[src/rtl/multi_mod_counter_pkg.sv]
// Shared types and parameter limits for the multi-channel modulo counter.
// Operation decode is shared so every channel resolves clr > load > inc/dec > hold the same way.
package multi_mod_counter_pkg;

    typedef enum logic [2:0] {
        OP_HOLD,
        OP_CLR,
        OP_LOAD,
        OP_INC,
        OP_DEC
    } count_op_e;

    localparam int unsigned COUNT_MIN  = 2;
    localparam int unsigned COUNT_MAX  = 65536;
    localparam int unsigned NUM_CH_MIN = 1;
    localparam int unsigned NUM_CH_MAX = 16;

    // Opposing inc and dec cancel out to a hold.
    function automatic count_op_e decode_op(input logic clr, input logic load,
                                            input logic inc, input logic dec);
        count_op_e op;
        op = OP_HOLD;
        if (clr) begin
            op = OP_CLR;
        end else if (load) begin
            op = OP_LOAD;
        end else if (inc && !dec) begin
            op = OP_INC;
        end else if (dec && !inc) begin
            op = OP_DEC;
        end
        return op;
    endfunction

endpackage

[src/rtl/mod_counter_ch.sv]
// One modulo-COUNT up/down counter channel with registered wrap and load-error pulses.
// carry_out/borrow_out flag a same-cycle up/down wrap for chaining into the next channel.
module mod_counter_ch
    import multi_mod_counter_pkg::*;
#(
    parameter  int COUNT = 6,
    localparam int W     = $clog2(COUNT)
) (
    input  logic         clk,
    input  logic         rst_n,
    input  logic         inc,
    input  logic         dec,
    input  logic         clr,
    input  logic         load,
    input  logic [W-1:0] load_val,
    input  logic         carry_in,
    input  logic         borrow_in,
    output logic [W-1:0] count,
    output logic         wrap,
    output logic         load_err,
    output logic         carry_out,
    output logic         borrow_out
);

    localparam logic [W-1:0] MAX_VAL   = W'(COUNT - 1);
    localparam logic [W:0]   COUNT_EXT = (W + 1)'(COUNT);

    count_op_e    op;
    logic [W-1:0] count_d, count_q;
    logic         wrap_d, wrap_q;
    logic         err_d, err_q;

    always_comb begin
        op         = decode_op(clr, load, inc | carry_in, dec | borrow_in);
        count_d    = count_q;
        wrap_d     = 1'b0;
        err_d      = 1'b0;
        carry_out  = 1'b0;
        borrow_out = 1'b0;
        case (op)
            OP_CLR: count_d = '0;
            OP_LOAD: begin
                // Widened compare so a power-of-two COUNT never flags an error.
                if ({1'b0, load_val} >= COUNT_EXT) begin
                    count_d = MAX_VAL;
                    err_d   = 1'b1;
                end else begin
                    count_d = load_val;
                end
            end
            OP_INC: begin
                if (count_q == MAX_VAL) begin
                    count_d   = '0;
                    wrap_d    = 1'b1;
                    carry_out = 1'b1;
                end else begin
                    count_d = count_q + W'(1);
                end
            end
            OP_DEC: begin
                if (count_q == '0) begin
                    count_d    = MAX_VAL;
                    wrap_d     = 1'b1;
                    borrow_out = 1'b1;
                end else begin
                    count_d = count_q - W'(1);
                end
            end
            default: count_d = count_q;
        endcase
    end

    always_ff @(posedge clk or negedge rst_n) begin
        if (!rst_n) begin
            count_q <= '0;
            wrap_q  <= 1'b0;
            err_q   <= 1'b0;
        end else begin
            count_q <= count_d;
            wrap_q  <= wrap_d;
            err_q   <= err_d;
        end
    end

    assign count    = count_q;
    assign wrap     = wrap_q;
    assign load_err = err_q;

endmodule

[src/rtl/multi_mod_counter.sv]
// NUM_CH independent modulo-COUNT counters; defining MULTI_MOD_COUNTER_CASCADE_EN chains
// each channel's wrap into the next, forming a NUM_CH-digit radix-COUNT counter.
module multi_mod_counter
    import multi_mod_counter_pkg::*;
#(
    parameter  int COUNT  = 6,
    parameter  int NUM_CH = 4,
    localparam int W      = $clog2(COUNT)
) (
    input  logic                     clk,
    input  logic                     rst_n,
    input  logic [NUM_CH-1:0]        inc,
    input  logic [NUM_CH-1:0]        dec,
    input  logic [NUM_CH-1:0]        clr,
    input  logic [NUM_CH-1:0]        load,
    input  logic [NUM_CH-1:0][W-1:0] load_val,
    output logic [NUM_CH-1:0][W-1:0] out,
    output logic [NUM_CH-1:0]        wrap,
    output logic [NUM_CH-1:0]        load_err
);

    if ((COUNT < COUNT_MIN) || (COUNT > COUNT_MAX) ||
        (NUM_CH < NUM_CH_MIN) || (NUM_CH > NUM_CH_MAX)) begin : g_param_err
        $error("multi_mod_counter: COUNT or NUM_CH outside legal range");
    end

    logic [NUM_CH-1:0] carry;
    logic [NUM_CH-1:0] borrow;
    logic [NUM_CH-1:0] carry_in;
    logic [NUM_CH-1:0] borrow_in;
    logic              unused_chain;

    for (genvar k = 0; k < NUM_CH; k++) begin : g_ch
`ifdef MULTI_MOD_COUNTER_CASCADE_EN
        if (k == 0) begin : g_head
            assign carry_in[k]  = 1'b0;
            assign borrow_in[k] = 1'b0;
        end else begin : g_link
            assign carry_in[k]  = carry[k-1];
            assign borrow_in[k] = borrow[k-1];
        end
`else
        assign carry_in[k]  = 1'b0;
        assign borrow_in[k] = 1'b0;
`endif

        mod_counter_ch #(
            .COUNT(COUNT)
        ) u_ch (
            .clk       (clk),
            .rst_n     (rst_n),
            .inc       (inc[k]),
            .dec       (dec[k]),
            .clr       (clr[k]),
            .load      (load[k]),
            .load_val  (load_val[k]),
            .carry_in  (carry_in[k]),
            .borrow_in (borrow_in[k]),
            .count     (out[k]),
            .wrap      (wrap[k]),
            .load_err  (load_err[k]),
            .carry_out (carry[k]),
            .borrow_out(borrow[k])
        );
    end

`ifdef MULTI_MOD_COUNTER_CASCADE_EN
    assign unused_chain = carry[NUM_CH-1] ^ borrow[NUM_CH-1];
`else
    assign unused_chain = ^{carry, borrow};
`endif

endmodule

[config.mk]
export PLATFORM = sky130hd
export DESIGN_NAME = multi_mod_counter
export DESIGN_NICKNAME = d
export VERILOG_FILES = /design/src/rtl/multi_mod_counter_pkg.sv /design/src/rtl/mod_counter_ch.sv /design/src/rtl/multi_mod_counter.sv
export SDC_FILE = /design/constraint.sdc
export NUM_CORES = 1
export LEC_CHECK = 0
export CORE_AREA = 2 2 61 63
export CTS_CLUSTER_SIZE = 8
export DETAILED_ROUTE_END_ITERATION = 6
export DIE_AREA = 0 0 63 65
export PLACE_DENSITY = 0.79
export SKIP_CTS_REPAIR_TIMING = 1
export SLEW_MARGIN = 20
export SYNTH_ARGS = -nofsm -noshare
export SYNTH_HDL_FRONTEND = slang
export SYNTH_SLANG_ARGS = --single-unit
[constraint.sdc]
create_clock -name clk -period 2 [get_ports clk]
set_input_delay 0.6 -clock clk [delete_from_list [all_inputs] [get_ports clk]]
set_output_delay 0.6 -clock clk [all_outputs]
set_load 0.01 [all_outputs]
==> results.ini <==
[global_routing]
grt_pass1_vias=1238
grt-ovfl-total=0
antenna_found_initial=0
grt_pass1_wl_um=5440
grt_max_degree=21
grtUsageTotal=0.163

[cts]
cts_buffer_depth=2
clk_latency_ns=0.29
tritoncts=done
htree_levels=1
cts_buffers=3
root_buffer=clkbuf_4
clk_pin_slew_worst_paths_ns=0.10
clkSinkCount=20

[floorplanning]
die_w_um=63
rows=22
dieArea_um2=4100
ioPinCount=50
start_util=0.379
dieHeight_um=65
core_um2=3500

[route]
wl_per_cell_um=13.3
drtIter0Drc=75
ant_nets=0
viasPerCell=5.35
drt_pass1_iterations=4
vias=1253
drc=0
wl_um=3120

[worst_setup_path]
crit_required_ns=1.40
cp-end-kind=output pin
cpMaxStageDelayCell=clkdlybuf4s50_1
cp_max_fo=7
cp_top_family=buffers and inverters
path_class=reg2out
path_buf_inv=1
cp_cell_sequence=clkdlybuf4s50_1
crit_path_start_kind=flop
max_stage_delay_ns=0.58
cp_data_arrival_time_ns=1.35

[power]
powerDensity_nw_per_um2=527
power.leakage_nw=0.759
vdd_drop_max_mv=0.250

[synthesis]
avgSynthCellArea_um2=9.60
ys_ff_latch=20
async_flop_share=1.00
synth-edff-count=0
yosys.cell_types.count=44
synth_nets=168
ys_seq_area_frac=0.378
synth_area_um2=1330
synth.yosys.warnings=0
syn_inst=138
ys.flop_type=dfrtp_1

[final_layout]
nets=217
fin_cells=234
final_cell_mix=clkdlybuf4s50_1 (49), dfrtp_1 (15), nor2_1 (9), a21oi_1 (9)
synthToLayoutAreaGrowth_pct=42.8
final_layout_size_suffix_gt1_frac=0.129
final_common_cell=clkdlybuf4s50_1
fin_area_um2=1890
antenna_cells=0

[place]
io_buffers=49
hpwl_um=2520
placed_area_um2=1850
gp_congestion=0.833
dp.cells=230

[timing]
tightest_slew_ns=0.530
maxSlewViolCount=0
fin_crit_ns=1.95
max_slew_margin=0.646
skew_ns=0.00926
hold_violations=0
final.setup.tns_ns=0
max_freq_mhz=514
setup_viol=0
finalCritPeriodShare=0.973
grt_setup_unrepaired=no

[job]
cap_viol_max_count=0

[worst_hold_path]
hold_path.class=reg2reg

[status]
status=finished, final reports clean

power breakdown:
part | leakage [nW] | total [W] | internal [W] | switching (W)
clock | 0.0210 | 0.000226 | 0.000111 | 0.000116
combinational | 0.479 | 0.000301 | 0.000176 | 0.000125
sequential | 0.259 | 0.000469 | 0.000430 | 0.0000390
flip-flops by register name, indices dropped and copies added, names as in the netlist:
register and flops:
g_ch.u_ch.count 12, g_ch.u_ch.load_err 4, g_ch.u_ch.wrap 4
worst register-to-register path, delay by kind of cell, from the launching register on:
family	cells	cell delay, ns
AO/OA/AOI/OAI	2	0.65
flip-flops	1	0.47
AND/OR/NAND/NOR	1	0.22
metal layers:
layer  GRT usage  share of wire
met4      0.0694          0.013
met2       0.290           0.52
met5           0              0
met3      0.0313          0.046
met1       0.191           0.42
final timing paths:
path                       depth (start not counted)  slack [ns]                              start                                end
min reg2reg                                        1        0.55  g_ch[2].u_ch.count[1]$_DFFE_PN0P_        g_ch[2].u_ch.wrap$_DFF_PN0_
max reg2reg                                        3        0.52  g_ch[1].u_ch.count[0]$_DFFE_PN0P_  g_ch[1].u_ch.count[2]$_DFFE_PN0P_
min in group asynchronous                          2        0.64                              rst_n    g_ch[0].u_ch.load_err$_DFF_PN0_
max                                                1        0.05  g_ch[3].u_ch.count[1]$_DFFE_PN0P_                            out[10]
max in group asynchronous                          2        1.13                              rst_n  g_ch[3].u_ch.count[0]$_DFFE_PN0P_
min                                                1        0.55  g_ch[2].u_ch.count[1]$_DFFE_PN0P_        g_ch[2].u_ch.wrap$_DFF_PN0_
Yosys cell counts, types with 3 or more instances:
master / count / area (um2)
dfrtp_1: 20 / 500
a21oi_1: 9 / 45.0
nor2_1: 9 / 33.8
buf_4: 8 / 60.1
xnor2_1: 8 / 70.1
inv_1: 7 / 26.3
a211oi_1: 6 / 45.0
mux2i_1: 5 / 50.1
nand2_1: 5 / 18.8
nor4_1: 5 / 31.3
o21ai_0: 5 / 25.0
clkbuf_1: 4 / 15.0
a31oi_1: 3 / 18.8
and4b_1: 3 / 30.0
nand2b_1: 3 / 18.8
nor2b_1: 3 / 18.8
nor3b_1: 3 / 22.5
cell families after synthesis:
kind of cell / synth area share
AOI/OAI and AO/OA: 0.204
xor gates and xnor gates: 0.0529
buffers and inverters: 0.0850
DFF: 0.378
muxes: 0.0463
and+or+nand+nor: 0.234
area by class of cell:
| type | count | area [um2] |
|---|---|---|
| timing repair buffer | 57 | 551 |
| sequential | 20 | 507 |
| tap | 48 | 60.1 |
| inverter | 7 | 26.3 |
| fill | 315 | 1600 |
| clock buffer | 4 | 36.3 |
| multi-input combinational | 98 | 712 |
per-stage QoR:
stage | power (W) | utilization | setup slack [ns] | hold slack (ns)
floorplan | 0.000615 | - | 0.490 | 0.304
global placement | 0.000762 | 0.529 | -0.0594 | 0.539
detailed placement | 0.000775 | 0.529 | -0.140 | 0.563
CTS | 0.00100 | 0.539 | 0.0195 | 0.579
global route | 0.00106 | 0.541 | 0.00327 | 0.586
finish | 0.000996 | 0.541 | 0.0539 | 0.552
(Power assumes the default switching activity.)
==> patch 1 (config.mk and constraints unchanged) <==
Build with the macro `MULTI_MOD_COUNTER_CASCADE_EN` defined.
--- a/src/rtl/multi_mod_counter.sv
+++ b/src/rtl/multi_mod_counter.sv
@@ -1,5 +1,7 @@
 // NUM_CH independent modulo-COUNT counters; defining MULTI_MOD_COUNTER_CASCADE_EN chains
 // each channel's wrap into the next, forming a NUM_CH-digit radix-COUNT counter.
+`define MULTI_MOD_COUNTER_CASCADE_EN
+
 module multi_mod_counter
     import multi_mod_counter_pkg::*;
 #(
Formal check against the unedited RTL: not equivalent (Yosys sat finds a counterexample within 4 cycles, from zero or initial values and one cycle with rst_n low).
==> patch 1 against the unedited design <==
The run now ends with setup timing left; non-clock buffer count grew 35; routed wire length grew 34%; power grew 9.5%; critical path depth grew 8; area after synthesis grew 17%; worst setup slack lost 390 ps; design area grew 30%; sequential cell count is the same; largest cell class unchanged.
==> patch 1: results (changes against the unedited design) <==
| Metric | Value |
|---|---|
| Hold Path Class | `input port to async pin` |
| Final net count | `292 (+35%)` |
| GR Util met3 | `4.17% (+1.0 points)` |
| Setup Viol. Count Final | `9 (+9)` |
| Violated checks | `setup timing` |
| Vias in the first global route | `1436 (+16%)` |
| Comb. pwr | `0.000443 W (+47%)` |
| Vias per inst | `5.41 (+1.0%)` |
| Met1 Routed Length | `1.88 mm (+43%)` |
| Status | `finished, violations left` |
| Met2 wire length | `1.99 mm (+22%)` |
| Total Routing Usage GR | `19.2% (+2.9 points)` |
| CLK BUF | `3 (-1)` |
| Clock Pin Slew Worst Setup and Hold Paths | `120 ps (+20 ps)` |
| Clock Latency Late Sink | `310 ps (+20 ps)` |
| Syn Nets | `211 (+26%)` |
| Clock share of power | `18.1% (-4.6 points)` |
| Sequential area share after synthesis | `32.2% (-5.5 points)` |
| Leakage power | `1.15 nW (+51%)` |
| DR WL/cell | `13.7 um (+2.4%)` |
| Post-synth cell types | `55 (+25%)` |
| Max IR drop VDD | `0.000291 V (+16%)` |
| Final setup margin | `-333 ps (-387 ps)` |
| Initial DRC Count | `42 (-44%)` |
| Final clock-cell share | `0.914% (-1.0 points)` |
| Crit path to | `g_ch[3].u_ch.count[2]` |
| Cell class contributing the biggest share of worst-path delay | `compound AO/OA/AOI/OAI gates` |
## patch 1: cell types whose count changed after synthesis, sizes merged, moves of 4 or more
cell | before | now
a21oi | 9 | 16
xnor2 | 8 | 1
nor2 | 9 | 23
or3 | 0 | 4
nor4 | 5 | 1
nor3 | 1 | 9
nand2 | 5 | 12
mux2i | 5 | 1
## patch 1: per-stage QoR
stage          std cells  hold WS [ps]  TNS, ps  cell area (um^2)  setup WS, ps
2_1_floorplan        178           304    -2740              1570          -552
3_3_place_gp         294           608    -8780              2280          -932
3_5_place_dp         294           611    -9580              2280         -1000
4_1_cts              297           620    -5190              2300          -671
5_1_grt              305           637    -2440              2460          -361
6_report             305           606    -1620              2460          -333
## patch 1: kinds of logic after synthesis
family	after synthesis	share of synthesized area [%]
adder cells (fa/ha/maj)	3	2.42
flip-flops	20	32.2
AND/OR/NAND/NOR	75	26.6
AO/OA/AOI/OAI	53	27.4
multiplexers	3	2.34
buffers and inverters	23	8.46
XOR/XNOR	1	0.564
==> patch 2 (same flow settings) <==
Made on the original files. Put a register stage on the output `load_err`, without a reset. The value now appears one clock later. The other outputs are not delayed to match.
--- a/src/rtl/multi_mod_counter.sv
+++ b/src/rtl/multi_mod_counter.sv
@@ -18,6 +18,8 @@
     output logic [NUM_CH-1:0]        wrap,
     output logic [NUM_CH-1:0]        load_err
 );
+
+    logic [NUM_CH-1:0] load_err_d;
 
     if ((COUNT < COUNT_MIN) || (COUNT > COUNT_MAX) ||
         (NUM_CH < NUM_CH_MIN) || (NUM_CH > NUM_CH_MAX)) begin : g_param_err
@@ -58,7 +60,7 @@
             .borrow_in (borrow_in[k]),
             .count     (out[k]),
             .wrap      (wrap[k]),
-            .load_err  (load_err[k]),
+            .load_err  (load_err_d[k]),
             .carry_out (carry[k]),
             .borrow_out(borrow[k])
         );
@@ -70,5 +72,9 @@
     assign unused_chain = ^{carry, borrow};
 `endif
 
+    always_ff @(posedge clk) begin
+        load_err <= load_err_d;
+    end
+
 endmodule
 
Behaviour: not the same (Yosys sat finds a counterexample within 4 cycles, from zero or initial values and one cycle with rst_n low).
==> patch 2 against the unedited design <==
Maximum frequency down 0.11%; non-clock buffer count increased by 19; die area unchanged; power rose by 23%; design area rose by 25%; routed wire length up 40%; final cell count is 16% higher; core utilization increased by 13 points; combinational power grew 40%; worst setup slack got worse by 2.2 ps; area after synthesis increased by 28%; sequential cell count increased by 4; clock power rose by 14%; critical endpoint is now out[2]; highest routed layer unchanged.
==> patch 2: results (changes against the unedited design) <==
| Metric | Value |
|---|---|
| Clock root cell | `clkbuf_4` |
| Initial antenna violation count | `0 (unchanged)` |
| Clock Pin Slew Worst Setup and Hold Paths | `130 ps (+30 ps)` |
| Cell class contributing the biggest share of worst-path delay | `buffers and inverters` |
| Ys Warns | `0 (unchanged)` |
| Post-synth top cells | `20 x dfrtp_1, 15 x nand2b_1` |
| Max IR drop VDD | `0.000251 V (+0.35%)` |
| Post-Route WL | `4.37 mm (+40%)` |
| Ranking of synthesized cells by area | `dfrtp_1 30%, nand2b_1 5.5%, dfxtp_1 4.7%` |
| Initial DRC Count | `101 (+35%)` |
| Clock skew | `2.00 ps (-7.26 ps)` |
| Pre-antenna DRT Iters | `4 (unchanged)` |
| Depth of the CTS H-tree | `1 (unchanged)` |
| Max transition margin | `73.4% (+8.8 points)` |
| Clock Path Buffers | `2 (unchanged)` |
| Max reg flops | `12 (unchanged)` |
| Vias per inst | `5.90 (+10%)` |
| WP data arrival | `1350 ps (about the same)` |
| Hold Path Class | `register to register` |
| Critical Path Fanout Max | `10 (+3)` |
| Syn Nets | `194 (+15%)` |
| Total Routing Usage GR | `21.6% (+5.3 points)` |
| Asr flop ratio synth | `83.3% (-17 points)` |
| CP Capture Type | `output port` |
| Share of cells above drive strength 1 | `20.5% (+7.6 points)` |
| Slowest-stage cell, CP | `clkdlybuf4s50_1` |
| Post-synth cell types | `34 (-23%)` |
| Psw | `0.000353 W (+26%)` |
| Clock Latency Late Sink | `310 ps (+20 ps)` |
| Sequential area share after synthesis | `34.3% (-3.5 points)` |
| Placer Congestion | `0.831 (-0.19%)` |
| Cell Area, Placed | `2280 um^2 (+23%)` |
| Leakage power | `0.927 nW (+22%)` |
| Setup WS pre-CTS | `-71.5 ps (+68.1 ps)` |
| Largest net degree at the start of global routing | `21 (unchanged)` |
| First-pass GRT wire length | `7.30 mm (+34%)` |
| Cts bufs inserted | `3 (unchanged)` |
| Ys flop type | `dfrtp_1` |
| Synth Instances | `164 (+19%)` |
| Port-buffer cells | `49 (unchanged)` |
| Ant diodes | `0 (unchanged)` |
| CP max stage delay | `560 ps (-20 ps)` |
| Status | `finished clean` |
| Post-detail-place hpwl | `3.15 mm (+25%)` |
| Vias in the first global route | `1611 (+30%)` |
| DP Cell Count | `263 (+14%)` |
| FILL cells | `276 (-12%)` |
| Final std cells w/o fill | `272 (+16%)` |
==> patch 2: path summary, 6_finish.rpt <==
kind	start	end	slack, ps	cells past startpoint
setup reg to reg	g_ch[0].u_ch.count[0]	g_ch[0].u_ch.wrap	360	3
hold reg to reg	g_ch[0].u_ch.load_err	load_err[0]	360	0
max in group asynchronous	rst_n	g_ch[2].u_ch.count[1]	1150	2
hold / removal	g_ch[0].u_ch.load_err	load_err[0]	360	0
setup / recovery	g_ch[0].u_ch.count[2]	out[2]	50	1
min in group asynchronous	rst_n	g_ch[0].u_ch.load_err	610	2
==> patch 2: logic make-up (layout without fill, tap and decap cells) <==
kind of cell	count (synthesis)	after routing	share of synthesized area [%]
buffers and inverters	20	80	7.75
xor gates and xnor gates	4	4	5.83
DFF	24	24	34.3
and+or+nand+nor	64	64	27.9
AOI/OAI and AO/OA	52	52	24.2
==> patch 2: routing by layer <==
layer,global-route usage (%),wire (um),vias up
met2,43.1,2500,52
met5,0,0,-
met3,2.08,180,4
met4,5.28,32,0
met1,24.5,1660,789
li1,-,-,760
==> patch 2: final cells by class <==
type / count / area [um^2] / share of cell area, %
Clock buffer: 4 / 36.3 / 1.54
Multi-Input combinational cell: 120 / 982 / 41.6
Timing Repair Buffer: 76 / 696 / 29.5
Sequential cell: 24 / 587 / 24.9
Tap cell: 48 / 60.1 / 2.54
==> patch 2: power by group through the flow <==
stage	Sequential, W	Combinational, W	Clock, W
finish	0.000545	0.000420	0.000258
global route	0.000551	0.000456	0.000287
CTS	0.000546	0.000401	0.000266
detailed placement	0.000555	0.000398	0
global placement	0.000552	0.000385	0
floorplan	0.000558	0.000207	0
